### config.mk
export PLATFORM = sky130hd
export DESIGN_NAME = aes_input_loader
export DESIGN_NICKNAME = d
export VERILOG_FILES = /design/src/rtl/aes_loader_pkg.sv /design/src/rtl/aes_word_packer.sv /design/src/rtl/aes_input_loader.sv
export SDC_FILE = /design/constraint.sdc
export NUM_CORES = 1
export LEC_CHECK = 0
export ABC_AREA = 1
export ABC_CLOCK_PERIOD_IN_PS = 2800
export BUFFER_PORTS_ARGS = -buffer_cell sky130_fd_sc_hd__buf_2
export CAP_MARGIN = 25
export CORE_ASPECT_RATIO = 0.6
export CORE_MARGIN = 2
export CORE_UTILIZATION = 55
export CTS_BUF_LIST = sky130_fd_sc_hd__clkbuf_16
export CTS_CLUSTER_DIAMETER = 40
export DETAILED_ROUTE_END_ITERATION = 10
export PLACE_DENSITY = 0.95
export SETUP_SLACK_MARGIN = 0.15
export SYNTH_ARGS = -nofsm -noshare
export SYNTH_HDL_FRONTEND = slang
export SYNTH_SLANG_ARGS = --single-unit
### constraint.sdc
create_clock -name AES_clk -period 2.8 [get_ports AES_clk]
set_clock_uncertainty 0.15 [all_clocks]
set_input_delay 0.14 -clock AES_clk [delete_from_list [all_inputs] [get_ports AES_clk]]
set_output_delay 0.14 -clock AES_clk [all_outputs]
set_load 0.03 [all_outputs]
### src/rtl/aes_loader_pkg.sv
// Shared definitions for the AES input loader.
//   state_e       : loader FSM states (LOAD, RUN, DRAIN)
//   WORD_W        : width of one stream word
//   BLK_W         : width of one AES block / key
//   WORDS_PER_BLK : stream words per block
//   CNT_W         : width of a 0..WORDS_PER_BLK word counter
package aes_loader_pkg;
  localparam int WORD_W        = 32;
  localparam int BLK_W         = 128;
  localparam int WORDS_PER_BLK = BLK_W / WORD_W;
  localparam int CNT_W         = $clog2(WORDS_PER_BLK + 1);

  typedef enum logic [1:0] {
    LOAD  = 2'd0,
    RUN   = 2'd1,
    DRAIN = 2'd2
  } state_e;
endpackage

### src/rtl/aes_word_packer.sv
// Shift-in packer: assembles WORDS_PER_BLK words into one block, first word
// ending up in the most significant position.
//   clk      : clock
//   rst      : synchronous active-high reset (clears block and counter)
//   shift_en : shift word in this cycle
//   clr      : clear the word counter (block contents are kept)
//   word     : incoming word
//   blk      : assembled block
//   cnt      : words shifted since last clear, saturating at WORDS_PER_BLK
module aes_word_packer
  import aes_loader_pkg::*;
(
  input  logic              clk,
  input  logic              rst,
  input  logic              shift_en,
  input  logic              clr,
  input  logic [WORD_W-1:0] word,
  output logic [BLK_W-1:0]  blk,
  output logic [CNT_W-1:0]  cnt
);

  logic [BLK_W-1:0] blk_q, blk_d;
  logic [CNT_W-1:0] cnt_q, cnt_d;

  always_comb begin
    blk_d = blk_q;
    cnt_d = cnt_q;
    if (shift_en) begin
      blk_d = {blk_q[BLK_W-WORD_W-1:0], word};
      if (cnt_q != CNT_W'(WORDS_PER_BLK)) begin
        cnt_d = cnt_q + CNT_W'(1);
      end
    end
    // clr wins over the increment so a final word can shift in and wrap at once
    if (clr) begin
      cnt_d = '0;
    end
  end

  always_ff @(posedge clk) begin
    if (rst) begin
      blk_q <= '0;
      cnt_q <= '0;
    end else begin
      blk_q <= blk_d;
      cnt_q <= cnt_d;
    end
  end

  assign blk = blk_q;
  assign cnt = cnt_q;

endmodule

### src/rtl/aes_input_loader.sv
// Upstream feeder for the AES core. Collects 32-bit words from a valid/ready
// stream into a 128-bit key and data block, launches the core and holds its
// inputs stable until completion (or timeout), then idles GAP_CYC cycles.
//   AES_clk, AES_rst       : clock, synchronous active-high reset
//   in_valid/in_ready      : word handshake; in_is_key selects key or data
//   in_word                : word payload
//   AES_data_out_valid     : core completion flag (only honoured in RUN)
//   AES_en                 : core enable, high for the whole RUN state
//   AES_data_in/AES_key_in : block and key presented to the core
//   key_loaded             : a complete key is held
//   busy                   : loader not in LOAD
//   blk_done               : one-cycle pulse after normal completion
//   timeout_err            : sticky abort flag, cleared by the next accepted word
module aes_input_loader
  import aes_loader_pkg::*;
#(
  parameter int TIMEOUT_CYC = 64,
  parameter int GAP_CYC     = 2
) (
  input  logic              AES_clk,
  input  logic              AES_rst,
  input  logic              in_valid,
  output logic              in_ready,
  input  logic [WORD_W-1:0] in_word,
  input  logic              in_is_key,
  input  logic              AES_data_out_valid,
  output logic              AES_en,
  output logic [BLK_W-1:0]  AES_data_in,
  output logic [BLK_W-1:0]  AES_key_in,
  output logic              key_loaded,
  output logic              busy,
  output logic              blk_done,
  output logic              timeout_err
);

  localparam int RUN_W = $clog2(TIMEOUT_CYC + 1);
  localparam int GAP_W = $clog2(GAP_CYC + 1);

  state_e           state_q, state_d;
  logic [RUN_W-1:0] run_cnt_q, run_cnt_d;
  logic [GAP_W-1:0] gap_cnt_q, gap_cnt_d;
  logic             key_loaded_q, key_loaded_d;
  logic             blk_done_q, blk_done_d;
  logic             timeout_err_q, timeout_err_d;

  logic [CNT_W-1:0] key_cnt, data_cnt;
  logic             data_full;
  logic             accept, key_accept, data_accept;
  logic             key_last, run_exit;

  assign data_full   = (data_cnt == CNT_W'(WORDS_PER_BLK));
  // Only data words stall once the data block is full, so a missing key can
  // still be loaded behind it.
  assign in_ready    = (state_q == LOAD) && !(data_full && !in_is_key);
  assign accept      = in_valid && in_ready;
  assign key_accept  = accept && in_is_key;
  assign data_accept = accept && !in_is_key;
  assign key_last    = key_accept && (key_cnt == CNT_W'(WORDS_PER_BLK - 1));
  assign run_exit    = (state_q == RUN) && (state_d != RUN);

  aes_word_packer u_key_packer (
    .clk      (AES_clk),
    .rst      (AES_rst),
    .shift_en (key_accept),
    .clr      (key_last),
    .word     (in_word),
    .blk      (AES_key_in),
    .cnt      (key_cnt)
  );

  aes_word_packer u_data_packer (
    .clk      (AES_clk),
    .rst      (AES_rst),
    .shift_en (data_accept),
    .clr      (run_exit),
    .word     (in_word),
    .blk      (AES_data_in),
    .cnt      (data_cnt)
  );

  // Key bookkeeping: starting a new key invalidates the old one until the
  // fourth word arrives.
  always_comb begin
    key_loaded_d = key_loaded_q;
    if (key_accept && (key_cnt == '0)) begin
      key_loaded_d = 1'b0;
    end
    if (key_last) begin
      key_loaded_d = 1'b1;
    end
  end

  always_comb begin
    state_d       = state_q;
    run_cnt_d     = run_cnt_q;
    gap_cnt_d     = gap_cnt_q;
    blk_done_d    = 1'b0;
    timeout_err_d = timeout_err_q;
    // Words are only accepted in LOAD, so this never collides with the set below.
    if (accept) begin
      timeout_err_d = 1'b0;
    end
    case (state_q)
      LOAD: begin
        run_cnt_d = '0;
        gap_cnt_d = '0;
        // Launch is decided from registered counters, so the core sees
        // AES_en one cycle after the completing word.
        if (data_full && key_loaded_q) begin
          state_d = RUN;
        end
      end
      RUN: begin
        run_cnt_d = run_cnt_q + RUN_W'(1);
        if (AES_data_out_valid) begin
          state_d    = DRAIN;
          blk_done_d = 1'b1;
        end else if (run_cnt_q == RUN_W'(TIMEOUT_CYC - 1)) begin
          state_d       = DRAIN;
          timeout_err_d = 1'b1;
        end
      end
      DRAIN: begin
        gap_cnt_d = gap_cnt_q + GAP_W'(1);
        if (gap_cnt_q == GAP_W'(GAP_CYC - 1)) begin
          state_d = LOAD;
        end
      end
      default: begin
        state_d = LOAD;
      end
    endcase
  end

  always_ff @(posedge AES_clk) begin
    if (AES_rst) begin
      state_q       <= LOAD;
      run_cnt_q     <= '0;
      gap_cnt_q     <= '0;
      key_loaded_q  <= 1'b0;
      blk_done_q    <= 1'b0;
      timeout_err_q <= 1'b0;
    end else begin
      state_q       <= state_d;
      run_cnt_q     <= run_cnt_d;
      gap_cnt_q     <= gap_cnt_d;
      key_loaded_q  <= key_loaded_d;
      blk_done_q    <= blk_done_d;
      timeout_err_q <= timeout_err_d;
    end
  end

  assign AES_en      = (state_q == RUN);
  assign busy        = (state_q != LOAD);
  assign key_loaded  = key_loaded_q;
  assign blk_done    = blk_done_q;
  assign timeout_err = timeout_err_q;

endmodule

==> results of run 1 <==
## metrics by stage
stage                     worst slack, ps  power, uW
after floorplan                      1050       4520
after global placement                357       4680
after detailed placement              237       4690
after CTS                             222       7990
after global routing                  197       8220
final                                 361       7980
## synth_stat cells
| master | count | area share (%) |
|---|---|---|
| nand3_1 | 8 | 0.41 |
| a21oi_1 | 265 | 14 |
| nand2_1 | 543 | 21 |
| or2_2 | 1 | 0.064 |
| nand4_4 | 1 | 0.22 |
| buf_2 | 22 | 1.1 |
| buf_1 | 1 | 0.038 |
| clkbuf_1 | 49 | 1.9 |
| buf_6 | 10 | 1.1 |
| o21bai_1 | 1 | 0.076 |
| nand4_1 | 2 | 0.13 |
| o21ai_0 | 3 | 0.15 |
| inv_1 | 27 | 1.0 |
| dfxtp_1 | 276 | 56 |
| nor4_1 | 1 | 0.064 |
| nor2_1 | 27 | 1.0 |
| nand3_2 | 1 | 0.10 |
| a31oi_1 | 1 | 0.064 |
| buf_4 | 5 | 0.38 |
| a211oi_1 | 1 | 0.076 |
| o22ai_1 | 1 | 0.064 |
| ha_1 | 7 | 0.89 |
| nor2_8 | 1 | 0.20 |
| xor2_1 | 1 | 0.089 |
| inv_2 | 2 | 0.076 |
| xnor2_1 | 2 | 0.18 |
## flip-flops by register name, summed over array words and instances, names as in the netlist
| register | cells |
|---|---|
| run_cnt_q | 7 |
| gap_cnt_q | 2 |
| u_data_packer.cnt | 3 |
| u_key_packer.cnt | 3 |
| state_q | 2 |
| u_data_packer.blk | 128 |
| blk_done | 1 |
| key_loaded | 1 |
| u_key_packer.blk | 128 |
| timeout_err | 1 |
## power by group through the flow
stage	Combinational, uW	Sequential (uW)	Clock (uW)
after floorplan	269	4250	0
after CTS	597	4050	3350
after global routing	647	4060	3520
after detailed placement	554	4140	0
after global placement	547	4130	0
final	602	4050	3320
## per-layer routing
metal / global-route usage (%) / wire length, um / part of all wire (%)
met5: 0 / 0 / 0
met4: 7.73 / 607 / 2.2
met3: 7.59 / 2530 / 9.1
met2: 49.2 / 13600 / 49
met1: 33.3 / 11000 / 40
## kinds of logic (layout without fill, tap and decap cells)
group | after synthesis | after routing | share of synthesized area [%]
compound gates | 272 | 272 | 13.9
xor+xnor | 3 | 3 | 0.268
fa+ha+maj | 7 | 7 | 0.892
buf+inv | 116 | 420 | 5.67
flops | 276 | 276 | 56.3
simple gates | 585 | 585 | 23.0
## critical path, stage by stage (launching register included)
cell,delay (ps)
dfxtp_1,440
nor2_8,250
nand3_4,340
inv_4,490
buf_4,340
nand2_1,140
a21oi_1,190
## cells in the final DEF (no fill, tap or decap), drive strengths merged, types with 9 or more instances in the layout
| cell type | count |
|---|---|
| buf | 309 |
| nand2 | 543 |
| nand3 | 9 |
| clkinv | 9 |
| clkbuf | 26 |
| dfxtp | 276 |
| a21oi | 265 |
| nor2 | 28 |
| dlygate4sd3 | 35 |
| inv | 38 |
## repair_timing
action,in CTS,in global routing
endpoints found under the hold margin,73,0
setup buffers,0,0
hold buffers,35,0
endpoints found under the setup margin,0,70
resized for setup,0,1
## final cells by class
| class | instances | area (sq um) | area share, % |
|---|---|---|---|
| Clock buffer | 25 | 626 | 5.01 |
| Clock inverter | 21 | 168 | 1.34 |
| Timing Repair Buffer | 345 | 2010 | 16.1 |
| Sequential cell | 276 | 5530 | 44.3 |
| Multi-Input combinational cell | 867 | 3750 | 30.0 |
| Inverter | 29 | 114 | 0.912 |
| Tap cell | 234 | 293 | 2.35 |
## final timing paths
| check | to | depth (start not counted) | slack [ps] | start |
|---|---|---|---|---|
| worst min-delay path | u_key_packer.blk[64] | 2 | 220 | AES_rst |
| worst max register to register | u_key_packer.blk[84] | 6 | 360 | state_q[1] |
| worst min register to register | u_data_packer.blk[103] | 2 | 310 | u_data_packer.blk[103] |
| worst max-delay path | u_key_packer.blk[84] | 6 | 360 | state_q[1] |
==> flow_summary.ini, run 1 <==
[clocking]
clk_pin_slew_ps = 70
clk_latency_ps = 510
cts_max_level = 1
cts_tree = built
cts_buffers = 25
cts-root-buf = clkbuf_16
numClockSinks = 276
clock_path_buffers = 3

[setup_path]
cp_data_required_time_ps = 3070
worstSetupStartpointType = flop
crit_fanout = 41
path_class = reg -> reg
worstPathArrival_ps = 2710
worst_setup_path_end_kind = flop

[timing]
fin_crit_sh_pct = 87.1
final.setup.tns_ps = 0
relSlewSlack_pct = 38.2
setup_viol = 0
worst_slew_pin_slew_ps = 927
hold_viol = 0
period_needed_ps = 2440
fin_hold_ws_ps = 218
max_freq_ghz = 0.410
slew_viol_final = 0
rsz0062_at_grt = no

[routing]
via_count = 9503
antenna_left = 0
drt_iter0_drc = 707
drtPass1Iterations = 5
routed_wl_um = 27700
drc = 0
viasPerCell = 5.29
wl_per_cell_um = 15.4

[place]
port_buffers = 298
gp_congestion = 0.822
dp_hpwl_um = 18000
dp_cells = 1716
place_area_sq_mm = 0.0113

[power_and_ir_drop]
p_switching_uw = 1980
p_int_uw = 6000
swShare_pct = 24.8
power.density_mw_per_mm2 = 639
pwr-share-clk_pct = 41.7
p_comb_share_pct = 7.5
seq_power_share_pct = 50.8
ir_drop_v = 0.000483
p_leak_uw = 0.00538

[floorplan]
initial_core_util_pct = 56.7
core.rowCount = 37
num_io_pins = 299
chipHeight_um = 108
fp.dieArea_sq_mm = 0.0190
die_w_um = 177
coreArea_sq_mm = 0.0173

[synthesis]
syn-num-nets = 1303
synth_seq_cells = 276
ys_types = 26
synth_warnings = 0
netlist_instances = 1259
synth.avg_cell_area_sq_um = 7.80
syn-cell-area_sq_mm = 0.00982
yosysSeqAreaShare_pct = 56.3

[global_route]
grt_pass1_wl_um = 43100
overflow = 0
antenna_found_initial = 0
grt_pass1_vias = 8706
grt_max_degree = 143
grt.total_usage_pct = 27.8

[run_status]
outcome = finished, final reports clean

[final_layout]
n_antenna_cell = 0
fin_util_pct = 72.1
drive_gt1_share_pct = 22.6
final_cell_count_no_fill = 1797
fin_area_sq_mm = 0.0125
area_delta_synth_final_pct = 27.1
n_fill_cell = 1276
nets = 1588

[hold_path]
hold_class = in -> reg

[job]
max_cap_viol_count = 0
No activity file was read; power rests on OpenSTA's default activity.
==> run 2: changes to the inputs <==
--- a/config.mk
+++ b/config.mk
@@ -5,7 +5,6 @@
 export SDC_FILE = /design/constraint.sdc
 export NUM_CORES = 1
 export LEC_CHECK = 0
-export ABC_AREA = 1
 export ABC_CLOCK_PERIOD_IN_PS = 2800
 export BUFFER_PORTS_ARGS = -buffer_cell sky130_fd_sc_hd__buf_2
 export CAP_MARGIN = 25
@@ -15,7 +14,7 @@
 export CTS_BUF_LIST = sky130_fd_sc_hd__clkbuf_16
 export CTS_CLUSTER_DIAMETER = 40
 export DETAILED_ROUTE_END_ITERATION = 10
-export PLACE_DENSITY = 0.95
+export PLACE_DENSITY = 0.94
 export SETUP_SLACK_MARGIN = 0.15
 export SYNTH_ARGS = -nofsm -noshare
 export SYNTH_HDL_FRONTEND = slang
==> flow_summary.ini, run 2 <==
[clocking]
clk_latency_ps = 530
ctsHoldBuffers = 34
clock_path_buffers = 3
cts_tree = built
numClockSinks = 276
cts_resized = 0
cts_buffers = 28
postCtsSetupRepairBufs = 0
clk_pin_slew_ps = 70
cts_max_level = 1
cts-root-buf = clkbuf_16

[setup_path]
slowest_stage = dfxtp_1
cp_data_required_time_ps = 2510
slowest_delay_ps = 680
worst-path-buf-inv = 1
worst_setup_path_end_kind = output port
cpLargestDelayFamily = flip-flops
path_cells = nor2b_1 > buf_2
path_class = reg -> out
worstPathArrival_ps = 2130
worstSetupStartpointType = flop
crit_fanout = 14

[timing]
rsz0062_at_grt = no
slew_viol_final = 0
final.setup.tns_ps = 0
fin_crit_sh_pct = 86.4
relSlewSlack_pct = 51.2
worst_slack_ps = 381
max_freq_ghz = 0.413
setup_viol = 0
worst_slew_pin_slew_ps = 731
period_needed_ps = 2420
hold_viol = 0

[synthesis]
synth.avg_cell_area_sq_um = 8.06
netlist_instances = 1263
syn-cell-area_sq_mm = 0.0102
synth.most_common_cell = dfxtp_1
ys_types = 35
yosys.area.top_type = dfxtp_1
yosysTopAreaCellShare_pct = 54.3
synthTopCellsByArea = dfxtp_1 (54%), a21oi_1 (13%), nand2_1 (9.7%), nand3_1 (6.6%), o21ai_0 (6.6%)
async_reset_ff_share_pct = 0
synth_edf_count = 0
synthTopCellsByCount = dfxtp_1 (276), a21oi_1 (268), nand2_1 (262)
yosysSeqAreaShare_pct = 54.3
synth_seq_cells = 276
synth_flop_cell = dfxtp_1
syn-num-nets = 1307
synth_warnings = 0

[routing]
viasPerCell = 5.78
drtPass1Iterations = 6
drt_iter0_drc = 944
drc = 0
antenna_left = 0
via_count = 10400
routed_wl_um = 31300
wl_per_cell_um = 17.5

[place]
dp_hpwl_um = 19400
gp_congestion = 0.803
dp_cells = 1705
port_buffers = 298
dp_slack_ps = 650
place_area_sq_mm = 0.0119

[power_and_ir_drop]
power.density_mw_per_mm2 = 660
p_int_uw = 6560
p_switching_uw = 2170
pwr-share-clk_pct = 45.9
swShare_pct = 24.8
seq_power_share_pct = 46.4
p_leak_uw = 0.00545
ir_drop_v = 0.000517
p_comb_share_pct = 7.7

[floorplan]
initial_core_util_pct = 56.2
core.rowCount = 38
num_io_pins = 299
chipHeight_um = 109
coreArea_sq_mm = 0.0181
die_w_um = 180
fp.dieArea_sq_mm = 0.0197

[final_layout]
fin_area_sq_mm = 0.0132
nets = 1573
final_cell_count_no_fill = 1791
area_delta_synth_final_pct = 29.8
fin_util_pct = 72.9
n_antenna_cell = 0
drive_gt1_share_pct = 24.2
layout_commonest_cell = buf_2
mostFrequentLayoutCells = buf_2 (297), dfxtp_1 (276), a21oi_1 (267), nand2_1 (262)

[global_route]
grt_max_degree = 132
overflow = 0
grt_pass1_wl_um = 49200
grt_pass1_vias = 9684
antenna_found_initial = 0
grt.total_usage_pct = 30.3

[hold_path]
hold_class = in -> reg

[run_status]
outcome = finished, final reports clean

[job]
max_cap_viol_count = 0
run 2: kinds of logic (layout without fill, tap and decap cells):
group,after synthesis,in the layout,synth area share (%)
AOI/OAI and AO/OA,415,415,20.8
xor gates and xnor gates,4,4,0.344
adders and majority gates,7,7,0.860
buffers and inverters,130,418,5.25
DFF,276,276,54.3
and+or+nand+nor,431,431,18.5
run 2: worst paths after layout:
kind	startpoint	end	slack (ps)	cells after the start
setup / recovery	state_q[0]	AES_en	380	2
hold / removal	in_is_key	u_data_packer.blk[26]	30	4
setup reg to reg	u_data_packer.cnt[0]	u_data_packer.blk[120]	620	6
hold reg to reg	u_key_packer.blk[100]	u_key_packer.blk[100]	300	2
run 2: area by class of cell:
class,count,area [sq um]
clock buffers,29,726
clock inverters,23,267
fillers,1319,4900
inverters,8,30.0
multi-input cells,857,4180
flip-flops and latches,276,5530
well taps,240,300
repair buffers,358,2190
run 2: power groups by stage:
stage / Sequential [uW] / Clock [uW] / Combinational [uW]
after floorplan: 4250 / 0 / 284
after CTS: 4050 / 4020 / 663
after global placement: 4130 / 0 / 615
after detailed placement: 4130 / 0 / 620
final: 4050 / 4000 / 674
after global routing: 4050 / 4210 / 719
run 2: per-layer routing:
layer,wire length (um),track usage (%),up-vias
met4,1020,11.5,0
met2,15000,51.4,513
met5,0,0,-
met1,12600,37.6,4894
li1,-,-,4853
met3,2670,7.98,90
run 2: tightest hold or removal path, stage by stage:
cell and delay (ps):
buf_2 190, a21oi_4 160, nand3_1 120, a21oi_1 50
run 2: stage by stage:
stage / total power [uW] / hold slack, ps
2_1_floorplan: 4530 / 126
3_3_place_gp: 4740 / 248
3_5_place_dp: 4750 / 250
4_1_cts: 8730 / 6.74
5_1_grt: 8980 / 35.2
6_report: 8720 / 31.8
